<file path="config.mk">
export PLATFORM = sky130hd
export DESIGN_NAME = multicycle_ctrl
export DESIGN_NICKNAME = d
export VERILOG_FILES = /design/src/rtl/multicycle_ctrl_pkg.sv /design/src/rtl/mc_alu_decode.sv /design/src/rtl/multicycle_ctrl.sv
export SDC_FILE = /design/constraint.sdc
export NUM_CORES = 1
export LEC_CHECK = 0
export ABC_CLOCK_PERIOD_IN_PS = 3090
export BUFFER_PORTS_ARGS = -buffer_cell sky130_fd_sc_hd__buf_2
export CAP_MARGIN = 20
export CORE_MARGIN = 5
export CORE_UTILIZATION = 53
export CTS_BUF_LIST = sky130_fd_sc_hd__clkbuf_4
export CTS_CLUSTER_DIAMETER = 80
export DETAILED_ROUTE_END_ITERATION = 6
export HOLD_SLACK_MARGIN = 0.03
export PLACE_DENSITY_LB_ADDON = 0.2
export SLEW_MARGIN = 20
export SYNTH_ARGS = -nofsm -noshare
export SYNTH_HDL_FRONTEND = slang
export SYNTH_SLANG_ARGS = --single-unit
</file>
<file path="constraint.sdc">
create_clock -name clk -period 3.09 [get_ports clk]
set_clock_uncertainty 0.1 [all_clocks]
set_input_delay 0 -clock clk [delete_from_list [all_inputs] [get_ports clk]]
set_output_delay 0 -clock clk [all_outputs]
set_load 0.03 [all_outputs]
</file>
<file path="src/rtl/multicycle_ctrl_pkg.sv">
// Shared encodings for the multi-cycle MIPS controller: opcodes, functs,
// ALU operations and FSM state codes (visible to the bench for state probing).
package multicycle_ctrl_pkg;

  localparam logic [5:0] OPCODE_R    = 6'h00;
  localparam logic [5:0] OPCODE_J    = 6'h02;
  localparam logic [5:0] OPCODE_BEQ  = 6'h04;
  localparam logic [5:0] OPCODE_ADDI = 6'h08;
  localparam logic [5:0] OPCODE_ORI  = 6'h0D;
  localparam logic [5:0] OPCODE_LW   = 6'h23;
  localparam logic [5:0] OPCODE_SW   = 6'h2B;

  localparam logic [5:0] FUNCT_NOP  = 6'h00;
  localparam logic [5:0] FUNCT_ADD  = 6'h20;
  localparam logic [5:0] FUNCT_ADDU = 6'h21;
  localparam logic [5:0] FUNCT_SUB  = 6'h22;
  localparam logic [5:0] FUNCT_SUBU = 6'h23;
  localparam logic [5:0] FUNCT_AND  = 6'h24;
  localparam logic [5:0] FUNCT_OR   = 6'h25;
  localparam logic [5:0] FUNCT_SLT  = 6'h2A;
  localparam logic [5:0] FUNCT_SLTU = 6'h2B;

  localparam logic [2:0] ALU_NOP  = 3'd0;
  localparam logic [2:0] ALU_ADD  = 3'd1;
  localparam logic [2:0] ALU_SUB  = 3'd2;
  localparam logic [2:0] ALU_AND  = 3'd3;
  localparam logic [2:0] ALU_OR   = 3'd4;
  localparam logic [2:0] ALU_SLT  = 3'd5;
  localparam logic [2:0] ALU_SLTU = 3'd6;

  localparam logic [3:0] S_FETCH   = 4'd0;
  localparam logic [3:0] S_DECODE  = 4'd1;
  localparam logic [3:0] S_EX_R    = 4'd2;
  localparam logic [3:0] S_EX_I    = 4'd3;
  localparam logic [3:0] S_MEM_ADR = 4'd4;
  localparam logic [3:0] S_MEM_RD  = 4'd5;
  localparam logic [3:0] S_MEM_WR  = 4'd6;
  localparam logic [3:0] S_WB_ALU  = 4'd7;
  localparam logic [3:0] S_WB_MEM  = 4'd8;
  localparam logic [3:0] S_BRANCH  = 4'd9;
  localparam logic [3:0] S_JUMP    = 4'd10;
  localparam logic [3:0] S_ERR     = 4'd11;

  // States that hold an outstanding memory access and run the wait counter.
  function automatic logic is_mem_state(input logic [3:0] s);
    return (s == S_FETCH) || (s == S_MEM_RD) || (s == S_MEM_WR);
  endfunction

endpackage

</file>
<file path="src/rtl/mc_alu_decode.sv">
// R-type funct to ALU operation decode; flags functs the controller does not support.
module mc_alu_decode
  import multicycle_ctrl_pkg::*;
(
  input  logic [5:0] funct,
  output logic [2:0] alu_op,
  output logic       illegal_funct
);

  always_comb begin
    // NOTE: every output gets a default before the case so no latch is inferred.
    alu_op        = ALU_NOP;
    illegal_funct = 1'b0;
    case (funct)
      FUNCT_ADD, FUNCT_ADDU: alu_op = ALU_ADD;
      FUNCT_SUB, FUNCT_SUBU: alu_op = ALU_SUB;
      FUNCT_AND:             alu_op = ALU_AND;
      FUNCT_OR:              alu_op = ALU_OR;
      FUNCT_SLT:             alu_op = ALU_SLT;
      FUNCT_SLTU:            alu_op = ALU_SLTU;
      FUNCT_NOP:             alu_op = ALU_NOP;
      default:               illegal_funct = 1'b1;
    endcase
  end

endmodule

</file>
<file path="src/rtl/multicycle_ctrl.sv">
// Multi-cycle MIPS control FSM: sequences fetch/decode/execute/memory/writeback
// over a shared memory, with a bounded wait on every memory access.
module multicycle_ctrl
  import multicycle_ctrl_pkg::*;
#(
  parameter int unsigned MEM_WAIT_MAX = 255,
  parameter int unsigned WAIT_W       = 8
) (
  input  logic        clk,
  input  logic        rst,
  input  logic [31:0] inst,
  input  logic        mem_ready,
  input  logic        zero,
  output logic        mem_req,
  output logic        mem_we,
  output logic        IorD,
  output logic        IRWrite,
  output logic        PCWrite,
  output logic        PCWriteCond,
  output logic [1:0]  PCSrc,
  output logic        ALUSrcA,
  output logic [1:0]  ALUSrcB,
  output logic [2:0]  ALUOp,
  output logic        RegDst,
  output logic        MemtoReg,
  output logic        RegWrite,
  output logic        instr_done,
  output logic        illegal
);

  logic [3:0]        state;
  logic [3:0]        state_next;
  logic [WAIT_W-1:0] wait_cnt;
  logic [5:0]        opcode;
  logic [2:0]        funct_op;
  logic              funct_bad;
  logic              waiting;
  logic              timeout;
  logic              unused_bits;

  assign opcode = inst[31:26];
  // The zero flag gates PCWriteCond in the datapath; register fields are not decoded here.
  assign unused_bits = ^{zero, inst[25:6]};

  mc_alu_decode u_alu_decode (
    .funct         (inst[5:0]),
    .alu_op        (funct_op),
    .illegal_funct (funct_bad)
  );

  assign waiting = is_mem_state(state) && !mem_ready;
  // A cycle with mem_ready never times out, even when the count has run out.
  assign timeout = (MEM_WAIT_MAX != 0) && waiting &&
                   (wait_cnt == WAIT_W'(MEM_WAIT_MAX - 1));
  assign illegal = (state == S_ERR);

  always_comb begin
    state_next  = state;
    mem_req     = 1'b0;
    mem_we      = 1'b0;
    IorD        = 1'b0;
    IRWrite     = 1'b0;
    PCWrite     = 1'b0;
    PCWriteCond = 1'b0;
    PCSrc       = 2'd0;
    ALUSrcA     = 1'b0;
    ALUSrcB     = 2'd0;
    ALUOp       = ALU_NOP;
    RegDst      = 1'b0;
    MemtoReg    = 1'b0;
    RegWrite    = 1'b0;
    instr_done  = 1'b0;
    case (state)
      S_FETCH: begin
        mem_req = 1'b1;
        ALUSrcB = 2'd1;
        ALUOp   = ALU_ADD;
        if (mem_ready) begin
          IRWrite    = 1'b1;
          PCWrite    = 1'b1;
          state_next = S_DECODE;
        end else if (timeout) begin
          state_next = S_ERR;
        end
      end
      S_DECODE: begin
        ALUSrcB = 2'd3;
        ALUOp   = ALU_ADD;
        case (opcode)
          OPCODE_R:                state_next = S_EX_R;
          OPCODE_ADDI, OPCODE_ORI: state_next = S_EX_I;
          OPCODE_LW, OPCODE_SW:    state_next = S_MEM_ADR;
          OPCODE_BEQ:              state_next = S_BRANCH;
          OPCODE_J:                state_next = S_JUMP;
          default:                 state_next = S_ERR;
        endcase
      end
      S_EX_R: begin
        ALUSrcA    = 1'b1;
        ALUOp      = funct_op;
        state_next = funct_bad ? S_ERR : S_WB_ALU;
      end
      S_EX_I: begin
        ALUSrcA    = 1'b1;
        ALUSrcB    = 2'd2;
        ALUOp      = (opcode == OPCODE_ORI) ? ALU_OR : ALU_ADD;
        state_next = S_WB_ALU;
      end
      S_WB_ALU: begin
        RegWrite   = 1'b1;
        RegDst     = (opcode == OPCODE_R);
        instr_done = 1'b1;
        state_next = S_FETCH;
      end
      S_MEM_ADR: begin
        ALUSrcA    = 1'b1;
        ALUSrcB    = 2'd2;
        ALUOp      = ALU_ADD;
        state_next = (opcode == OPCODE_LW) ? S_MEM_RD : S_MEM_WR;
      end
      S_MEM_RD: begin
        mem_req = 1'b1;
        IorD    = 1'b1;
        if (mem_ready)    state_next = S_WB_MEM;
        else if (timeout) state_next = S_ERR;
      end
      S_WB_MEM: begin
        RegWrite   = 1'b1;
        MemtoReg   = 1'b1;
        instr_done = 1'b1;
        state_next = S_FETCH;
      end
      S_MEM_WR: begin
        mem_req = 1'b1;
        mem_we  = 1'b1;
        IorD    = 1'b1;
        if (mem_ready) begin
          instr_done = 1'b1;
          state_next = S_FETCH;
        end else if (timeout) begin
          state_next = S_ERR;
        end
      end
      S_BRANCH: begin
        ALUSrcA     = 1'b1;
        ALUOp       = ALU_SUB;
        PCWriteCond = 1'b1;
        PCSrc       = 2'd1;
        instr_done  = 1'b1;
        state_next  = S_FETCH;
      end
      S_JUMP: begin
        PCWrite    = 1'b1;
        PCSrc      = 2'd2;
        instr_done = 1'b1;
        state_next = S_FETCH;
      end
      S_ERR:   state_next = S_ERR;
      default: state_next = S_ERR;
    endcase
    // Reset abandons any outstanding access and suppresses every enable at once.
    if (rst) begin
      mem_req     = 1'b0;
      mem_we      = 1'b0;
      IRWrite     = 1'b0;
      PCWrite     = 1'b0;
      PCWriteCond = 1'b0;
      RegWrite    = 1'b0;
      instr_done  = 1'b0;
    end
  end

  always_ff @(posedge clk) begin
    // NOTE: sequential state uses non-blocking assignments so all registers update together.
    if (rst) begin
      state    <= S_FETCH;
      wait_cnt <= '0;
    end else begin
      state <= state_next;
      if (waiting && (state_next == state)) wait_cnt <= wait_cnt + 1'b1;
      else                                  wait_cnt <= '0;
    end
  end

endmodule

</file>
Yosys cells after proc, flatten, opt, wreduce, memory -nomap -nowiden

Index checks and enable logic that the tools add are counted.

Logic and storage cells: 85
Register bits after elaboration: 12
Input port bits: 36

Muxes and demuxes: 32
Equal/unequal tests: 27
Reduce and logical (&&, ||, !) cells: 22
Add/subtract/negate cells: 1
Bitwise gates (word level): 1

Operators with widths:

| cell                                                                   | number |
|---|---|
| 6-bit equality test (second input constant)                            | 10 |
| 4-bit one-hot mux with 8 select lines                                  | 1 |
| 4-bit 2-to-1 mux                                                       | 5 |
| 4-bit one-hot mux with 5 select lines                                  | 1 |
| 3-bit one-hot mux with 6 select lines                                  | 1 |
| 1-bit 2-to-1 mux                                                       | 17 |
| 4-bit by 3-bit equality test with 1-bit output (second input constant) | 4 |
| 4-bit equality test (second input constant)                            | 4 |
| 2-bit OR reduction                                                     | 8 |
| 6-bit by 4-bit equality test with 1-bit output (second input constant) | 2 |
| 6-bit logical NOT                                                      | 2 |
| 3-bit one-hot mux with 4 select lines                                  | 1 |
| 9-bit OR reduction                                                     | 1 |
| 8-bit by 1-bit adder with 8-bit output (second input constant)         | 1 |
| 4-bit by 2-bit equality test with 1-bit output (second input constant) | 2 |
| 8-bit equality test (second input constant)                            | 1 |
| 4-bit OR reduction                                                     | 2 |
| 6-bit by 2-bit equality test with 1-bit output (second input constant) | 1 |
| 6-bit by 3-bit equality test with 1-bit output (second input constant) | 1 |
| 2-bit one-hot mux with 3 select lines                                  | 1 |
| 3-bit OR reduction                                                     | 2 |
| 4-bit by 1-bit equality test with 1-bit output (second input constant) | 1 |
| 4-bit equality test                                                    | 1 |
| 4-bit logical NOT                                                      | 1 |
| other kinds (8)                                                        | 12 |

Longest topological paths before layout

Gate-level depths: netlist of run 1.

Depth after elaboration: 12
Gate-level depth with buffers: 7

Modules after synthesis

Synthesis of run 1 repeated with hierarchy kept, for this count alone.

Cell total of the unflattened synthesis: 171
Area, all modules: 1183.6 um2

Modules (own cells, without submodules):

| module          | cells each | sequential area each (um2) | times used | area each (um2) |
|---|---|---|---|---|
| multicycle_ctrl | 154        | 240.2                      | 1          | 1083.5 |
| mc_alu_decode   | 17         | 0.0                        | 1          | 100.1 |

Least setup slack after synthesis of run 1

Ideal clock, no wire load.

Path kind: flip-flop to output port
Start point: reg state[0]
End point: out RegWrite
Required time: 2.990 ns
Cell stages (with the launch flop): 7
Path slack: 0.836 ns
Data arrival time: 2.154 ns
Cell sequence: dfxtp_1 -> buf_4 -> clkbuf_1 -> clkbuf_1 -> nor3_1 -> nor2_1 -> nor2_1

Longest elaborated chain between the ends: 4
Elaborated cells between the ends (all ways): 5

Ends and longest elaborated chain:

| item                                                                                  | RTL line               | source |
|---|---|---|
| start, declared                                                                       | multicycle_ctrl.sv:31  | `logic [3:0] state;` |
| start signal, assigned                                                                | multicycle_ctrl.sv:179 | `state <= state_next;` |
| 4-bit equality test or 4-bit by 3-bit equality test with 1-bit output (tied branches) | multicycle_ctrl.sv:73  | `case (state)` |
| 2-bit OR reduction (no source line) (*)                                               | -                      |  |
| 1-bit 2-to-1 mux (*)                                                                  | multicycle_ctrl.sv:73  |  |
| 1-bit 2-to-1 mux (*)                                                                  | multicycle_ctrl.sv:162 | `if (rst) begin` |
| end, declared                                                                         | multicycle_ctrl.sv:26  | `output logic RegWrite,` |

Mark *: on every way between the ends. The rest lies on a longest branch, timed or not.

Final worst setup path of run 1

Start point: reg state[2]
End point: reg wait_cnt[0]

Longest elaborated chain between the ends: 12
Elaborated cells between the ends (all ways): 25

Ends and longest elaborated chain:

| item                                                                                | RTL line                                                              | source |
|---|---|---|
| 4-bit by 3-bit equality test with 1-bit output or 4-bit logical NOT (tied branches) | multicycle_ctrl_pkg.sv:46, multicycle_ctrl.sv:73                      |  |
| 1-bit logical OR (2 in series)                                                      | multicycle_ctrl_pkg.sv:46                                             | `return (s == S_FETCH) \|\| (s == S_MEM_RD) \|\| (s == S_MEM_WR);` |
| 1-bit logical AND                                                                   | multicycle_ctrl.sv:51                                                 | `assign waiting = is_mem_state(state) && !mem_ready;` |
| 1-bit logical AND                                                                   | multicycle_ctrl.sv:53                                                 | `assign timeout = (MEM_WAIT_MAX != 0) && waiting &&` |
| 4-bit 2-to-1 mux                                                                    | multicycle_ctrl.sv:82, multicycle_ctrl.sv:125, multicycle_ctrl.sv:140 |  |
| 4-bit 2-to-1 mux, on equally long branches                                          | multicycle_ctrl.sv:137, multicycle_ctrl.sv:78, multicycle_ctrl.sv:124 |  |
| 4-bit one-hot mux with 8 select lines                                               | multicycle_ctrl.sv:73                                                 |  |
| 4-bit equality test                                                                 | multicycle_ctrl.sv:180                                                | `if (waiting && (state_next == state)) wait_cnt <= wait_cnt + 1'b1;` |
| 1-bit logical AND (*)                                                               | multicycle_ctrl.sv:180                                                |  |
| 1-bit NOT (no source line) (*)                                                      | -                                                                     |  |
| 2-bit OR reduction (no source line) (*)                                             | -                                                                     |  |
| end signal, assigned                                                                | multicycle_ctrl.sv:180                                                |  |
| end, declared                                                                       | multicycle_ctrl.sv:33                                                 | `logic [WAIT_W-1:0] wait_cnt;` |

Marks and branches as above.
A chain may end at the register's enable or synchronous reset.

==> results of run 1 <==
-- layout by cell type, fill, tap and decap left out, types with 3 or more instances in the layout --
cell      Yosys  final
o21ai_0       6      6
clkbuf_4      0      3
nor2_1       25     25
nor2b_1       4      4
buf_2         1     33
nor4b_1       4      4
nand3_1       3      3
nand2b_1      4      4
a31oi_1       3      3
dfxtp_1      12     12
a21oi_1       9      9
nand2_1      20     20
xnor2_1       5      5
inv_1         6      6
nor3_1       17     17
nor4_1        3      3
-- power groups by stage --
| stage | clock network (uW) | registers (uW) | logic [uW] |
|---|---|---|---|
| final | 98.4 | 269 | 797 |
| after global routing | 106 | 279 | 865 |
| after CTS | 101 | 267 | 798 |
| after detailed placement | 0 | 271 | 795 |
| after global placement | 0 | 269 | 779 |
| after floorplan | 0 | 198 | 696 |
-- final cells by class --
cell class                      count  area [um2]
Clock inverter                      1        3.75
Multi-Input combinational cell    148         916
Inverter                            6        22.5
Tap cell                           28        35.0
Fill cell                         222         782
Sequential cell                    12         240
Clock buffer                        3        22.5
Timing Repair Buffer               36         190
-- cells by family after synthesis --
kind of cell    Yosys count  synth area share
simple gates             95             0.396
flops                    12             0.195
fa+ha+maj                 2            0.0203
buf+inv                  17            0.0619
xor+xnor                  7            0.0497
mux                       1           0.00812
compound gates           43             0.269
-- registers in the layout, summed over array words and instances, names as in the netlist --
signal and flops:
state 4, wait_cnt 8
-- worst max-delay path by stage --
stage / end / slack (ns) / depth (start not counted)
after floorplan: RegWrite / 0.84 / 6
after global placement: wait_cnt[7]$_SDFF_PP0_ / 0.99 / 5
after detailed placement: wait_cnt[0]$_SDFF_PP0_ / 0.91 / 5
after CTS: wait_cnt[0]$_SDFF_PP0_ / 0.90 / 5
after global routing: wait_cnt[0]$_SDFF_PP0_ / 0.78 / 5
final: wait_cnt[0]$_SDFF_PP0_ / 0.93 / 5
-- per-layer routing --
layer / vias to the layer above / wire [um] / part of all wire / track usage
li1: 706 / - / - / -
met1: 628 / 1350 / 0.42 / 0.232
met2: 39 / 1610 / 0.50 / 0.350
met3: 5 / 199 / 0.062 / 0.0223
met4: 0 / 37 / 0.012 / 0.0795
met5: - / 0 / 0 / 0
-- through the flow --
step                std cells   util
floorplan                 177      -
global placement          229  0.630
detailed placement        229  0.630
CTS                       234  0.646
global route              234  0.646
finish                    234  0.646
-- synth_stat cells (3+ instances only) --
master / count / share of area
nand2_1: 20 / 0.061
nand2b_1: 4 / 0.020
nor2b_1: 4 / 0.020
a31oi_1: 3 / 0.015
nor4_1: 3 / 0.015
nand3_1: 3 / 0.012
nor3_1: 17 / 0.069
clkbuf_1: 7 / 0.021
xnor2_1: 5 / 0.036
o21ai_0: 6 / 0.024
nor2_1: 25 / 0.076
dfxtp_1: 12 / 0.19
a21oi_1: 9 / 0.037
nor4b_1: 4 / 0.028
inv_1: 6 / 0.018
-- worst max-delay path: cells and delay by family, from the launching register on --
family           cells  cell delay, ns
AO/OA/AOI/OAI        2            0.39
XOR/XNOR             1            0.26
flip-flops           1            0.68
AND/OR/NAND/NOR      2            0.64
==> metrics.txt, run 1 <==
Hold Path Stages=4; detailed-placement wirelength estimate=2.45 mm; DRT Pass-1 Iters=4; crit path max fanout=18; Worst-Margin Slew=0.615 ns; IO Port Bufs=33; Site Rows=17; ys async rst share=0; Seq/Total Area, Yosys=0.195; Post-CTS Resized=0; Antenna Nets Post-Route=0; pre-CTS setup slack=0.910 ns; Clock power frac=0.085; vias in the first global route=1289; Diodes inserted=0; Post-Syn Instances=177; Final Total Pwr=1160 uW; Max clock buf depth=2; slowest CP cell=dfxtp_1; Setup CP Type=reg2reg; final hold vios=0; worst reg2reg path endpoint=wait_cnt[0]$_SDFF_PP0_; yosys warns=0; Die Wd=58.2 um; EDFF count, synth=0; post-route cell area=1430 um2; Worst path max stage delay=0.68 ns; Max Cap Violations=0; RR Startpoint=state[2]$_SDFF_PP0_; Nets=245; P_int=519 uW; R2R cell count=5; Setup-failing EPs final=0; clk_lat worst skew=0.28 ns; cts hold-fix bufs=1; area grow syn2layout=16.0%; period utilisation layout=0.699; Vias per Instance=5.89; clk sinks=12; Net Sw Power=645 uW; All-Layer GR Usage=0.195; cell breakdown of the critical path=xor2_1, a2bb2oi_2, or2_1, a21oi_4, nor4b_1; Final TNS setup=0 ns; Sequential Power Share=0.231; Hold WS=0.0527 ns; outcome=completed; largest net degree at the start of global routing=20; gpl congestion=0.874; Max VDD drop=0.000481 V; relative slew slack=0.589; flop2flop setup slack=0.93 ns; Post-DP Area=1390 um2; H-tree levels=1; area of the die=3390 um2; Die Ht=58.2 um; Final Critical Period=2.16 ns; initial DRC count=50; Ports=55; Setup crit start kind=flip-flop; worst endpoint required time=3.16 ns; dominant synthesized flop cell=dfxtp_1; Combinational Power Share=0.685; Synth Net Count=215; antenna violations before repair=0; DRC=0; Unique masters post-synth=53; Cell Pwr Density=814 nW/um2; hold crit path type=in2reg; RSZ-0062 raised after global routing=false; Post-Route WL=3.20 mm; fmax=463 MHz; first-pass GRT wire length=5.33 mm; Post-Syn Area=1230 um2; clk root buf=clkbuf_4; Setup crit start=state[2]$_SDFF_PP0_; TritonCTS clock tree=built; worst hold start=mem_ready; switch share=0.555; Final Worst Setup Slack=0.929 ns; grt ovf=0; WP data arrival=2.23 ns; crit end category=flip-flop; flops & latches, synth=12; Min-Delay Endpoint=state[2]$_SDFF_PP0_; Mean Syn Cell Area=6.96 um2; Reg clk slew, reported paths=0.07 ns; share of cells above drive strength 1=0.233; initial core utilization=0.557; Lkg Pwr=0.000570 uW; Core ar.=2210 um2; post-CTS setup buffer count=0; total CTS buffers=3; total number of vias=1378; WL/cell=13.7 um; Pins Over Slew Limit=0
(Power assumes the default switching activity.)
==> inputs of run 2 (changes only) <==
- ABC_AREA: not set -> 1
- ABC_CLOCK_PERIOD_IN_PS: 3090 -> 2000
- CORE_UTILIZATION: 53 -> 49
- clock period: 3.09 -> 2 ns (I/O delays scaled with it)
==> run 2 against run 1 <==
Sequential share of layout area down 0.13 points. Flip-flop and latch count unchanged. Critical path type is now reg2out. Setup slack worse by 0.68 ns. Via count down 2.7%. Largest power group unchanged.
==> metrics.txt, run 2 <==
outcome=completed (unchanged); Die Wd=59.8 um (was 58.2 um); worst endpoint required time=1.90 ns (was 3.16 ns); Synth Net Count=236 (was 215); Antenna Nets Post-Route=0 (unchanged); flop2flop setup slack=0.40 ns (was 0.93 ns); largest net degree at the start of global routing=13 (was 20); Post-Layout Cell Count=264 (was 234); grt ovf=0 (unchanged); Sequential Power Share=0.204 (was 0.231); crit path buf inv count=2 (was 0); P_int=666 uW (was 519 uW); yosys warns=0 (unchanged); top cells by count, synth=nor2_1, nand2_1, inv_1 (was nor2_1, nand2_1, nor3_1); Cell Pwr Density=1090 nW/um2 (was 814 nW/um2); most frequent cells in the layout=nor2_1, nand2_1, buf_2, inv_1, nand3_1 (was buf_2, nor2_1, nand2_1, nor3_1, dfxtp_1); Ports=55 (unchanged); Combinational Power Share=0.703 (was 0.685); ys async rst share=0 (unchanged); crit path max fanout=7 (was 18); Unique masters post-synth=31 (was 53); WL/cell=10.5 um (was 13.7 um); CP top delay family=simple AND/OR/NAND/NOR gates (was flip-flops); vias in the first global route=1147 (was 1289); slowest CP cell=dfxtp_1 (unchanged); Net Sw Power=912 uW (was 645 uW); Mean Syn Cell Area=6.13 um2 (was 6.96 um2); period utilisation layout=0.875; Max VDD drop=0.000815 V (was 0.000481 V); Yosys top cell area share=0.198 (was 0.195); Final TNS setup=0 ns (unchanged); hold crit path type=in2reg (unchanged); first-pass GRT wire length=4.70 mm (was 5.33 mm); Post-Route WL=2.78 mm (was 3.20 mm); H-tree levels=1 (unchanged); share of cells above drive strength 1=0.286 (was 0.233); Levels on crit path=6 (was 5); Seq/Total Area, Yosys=0.198 (was 0.195); commonest non-fill, non-tap cell in the layout=nor2_1 (was buf_2); Top Registers=wait_cnt x8, state x4 (unchanged); dominant synthesized flop cell=dfxtp_1 (unchanged); All-Layer GR Usage=0.167 (was 0.195); Worst Setup EP=ALUOp[0] (was wait_cnt[0]$_SDFF_PP0_); DRT Pass-1 Iters=4 (unchanged); antenna violations before repair=0 (unchanged); fmax=572 MHz; Largest register FFs=8 (unchanged); gpl congestion=0.830 (was 0.874); flops & latches, synth=12 (unchanged); Vias per Instance=5.08 (was 5.89); DRC=0 (unchanged); Lkg Pwr=0.000724 uW (was 0.000570 uW); final hold vios=0 (unchanged); Pins Over Slew Limit=0 (unchanged); Setup crit start=state[0]$_SDFF_PP0_ (was state[2]$_SDFF_PP0_); total number of vias=1341 (was 1378); WP data arrival=1.65 ns (was 2.23 ns); Max clock buf depth=2 (unchanged); Clock power frac=0.094 (was 0.085); TritonCTS clock tree=built (unchanged); post-CTS setup buffer count=0 (unchanged); Post-Syn Instances=198 (was 177); Site Rows=18 (was 17); area of the die=3570 um2 (was 3390 um2); Setup crit start kind=flip-flop (unchanged); IO Port Bufs=33 (unchanged); Placed Cells incl. Taps=260 (was 229); Worst path max stage delay=0.36 ns (was 0.68 ns); cell taking the most area after synthesis=dfxtp_1 (unchanged); Post-Syn Area=1210 um2 (was 1230 um2); Largest Register=wait_cnt (unchanged); cell breakdown of the critical path=inv_2, nand2_1, nor2_1, o21ai_0, nand3_1, buf_2 (was xor2_1, a2bb2oi_2, or2_1, a21oi_4, nor4b_1); largest cells by area after synthesis=dfxtp_1, nor2_1, nand2_1 (was dfxtp_1, nor2_1, nor3_1); clk root buf=clkbuf_4 (unchanged); clk sinks=12 (unchanged); R2R cell count=10 (was 5); Setup-failing EPs final=0 (unchanged); Reg clk slew, reported paths=0.07 ns (about the same); crit end category=output pin (was flip-flop); Diodes inserted=0 (unchanged); detailed-placement wirelength estimate=2.26 mm (was 2.45 mm); worst reg2reg path endpoint=wait_cnt[1]$_SDFF_PP0_ (was wait_cnt[0]$_SDFF_PP0_); clk_lat worst skew=0.27 ns (was 0.28 ns); Core ar.=2430 um2 (was 2210 um2); Die Ht=59.8 um (was 58.2 um); RR Startpoint=wait_cnt[0]$_SDFF_PP0_ (was state[2]$_SDFF_PP0_); area grow syn2layout=18.8% (was 16.0%); Setup CP Type=reg2out (was reg2reg); Worst-Margin Slew=0.271 ns (was 0.615 ns); Final Critical Period=1.75 ns; relative slew slack=0.819 (was 0.589); most frequent cell after synthesis=nor2_1 (unchanged); RSZ-0062 raised after global routing=false (unchanged); EDFF count, synth=0 (unchanged); total CTS buffers=3 (unchanged); switch share=0.578 (was 0.555); Max Cap Violations=0 (unchanged); initial DRC count=55 (was 50); Nets=274 (was 245); initial core utilization=0.499 (was 0.557)
run 2: worst min path at each step:
| stage | start | endpoint | slack (ns) | cells past startpoint |
|---|---|---|---|---|
| 2_1_floorplan | rst | mem_we | 0.02 | 1 |
| 3_3_place_gp | rst | state[2]$_SDFF_PP0_ | 0.23 | 2 |
| 3_5_place_dp | rst | state[3]$_SDFF_PP0_ | 0.24 | 2 |
| 4_1_cts | mem_ready | state[0]$_SDFF_PP0_ | 0.10 | 6 |
| 5_1_grt | mem_ready | state[0]$_SDFF_PP0_ | 0.15 | 6 |
| 6_report | mem_ready | state[0]$_SDFF_PP0_ | 0.11 | 6 |
run 2: area by class of cell:
class                   count  area, um2
fillers                   269        991
multi-input cells         155        848
flip-flops and latches     12        240
repair buffers             35        183
inverters                  29        110
well taps                  30       37.5
clock buffers               3       22.5
run 2: power groups by stage:
stage	sequential [uW]	clock, uW	combinational [uW]
2_1_floorplan	317	0	883
4_1_cts	321	151	1120
6_report	322	148	1110
3_3_place_gp	326	0	1110
5_1_grt	329	166	1220
3_5_place_dp	326	0	1110
run 2: kinds of logic after synthesis:
| kind of cell | count (synthesis) | synth area share |
|---|---|---|
| xor+xnor | 6 | 0.0433 |
| simple gates | 126 | 0.535 |
| compound gates | 21 | 0.100 |
| buf+inv | 31 | 0.103 |
| flops | 12 | 0.198 |
| fa+ha+maj | 2 | 0.0206 |
run 2: per-layer routing:
layer / global-route usage / routed length [um] / vias to the layer above / part of all wire
li1: - / - / 716 / -
met1: 0.215 / 1250 / 588 / 0.45
met2: 0.279 / 1330 / 31 / 0.48
met3: 0.0194 / 167 / 6 / 0.060
met4: 0.0665 / 34 / 0 / 0.012
met5: 0 / 0 / - / 0
run 2: timing repair:
item / in CTS / in global routing
hold buffers: 1 / 0
resized for setup: 0 / 0
hold endpoints to repair: 4 / 0
run 2: stage by stage:
step | power (uW) | hold slack (ns) | util | cell area, um2 | setup WS (ns)
6_report | 1580 | 0.108 | 0.593 | 1440 | 0.250
3_5_place_dp | 1440 | 0.237 | 0.579 | 1410 | 0.403
4_1_cts | 1590 | 0.105 | 0.593 | 1440 | 0.257
3_3_place_gp | 1440 | 0.233 | 0.579 | 1410 | 0.406
2_1_floorplan | 1200 | 0.0222 | - | 1210 | 0.0242
5_1_grt | 1710 | 0.146 | 0.593 | 1440 | 0.0994
run 2: worst reg2reg max path, stage by stage (launching register included):
cell and delay (ns):
dfxtp_1 0.39, inv_1 0.06, ha_1 0.19, inv_1 0.05, nor2_1 0.04, nand2_1 0.08, nand3b_1 0.17, nand3_2 0.11
nand2_2 0.08, nand2_4 0.10, nor3_2 0.16
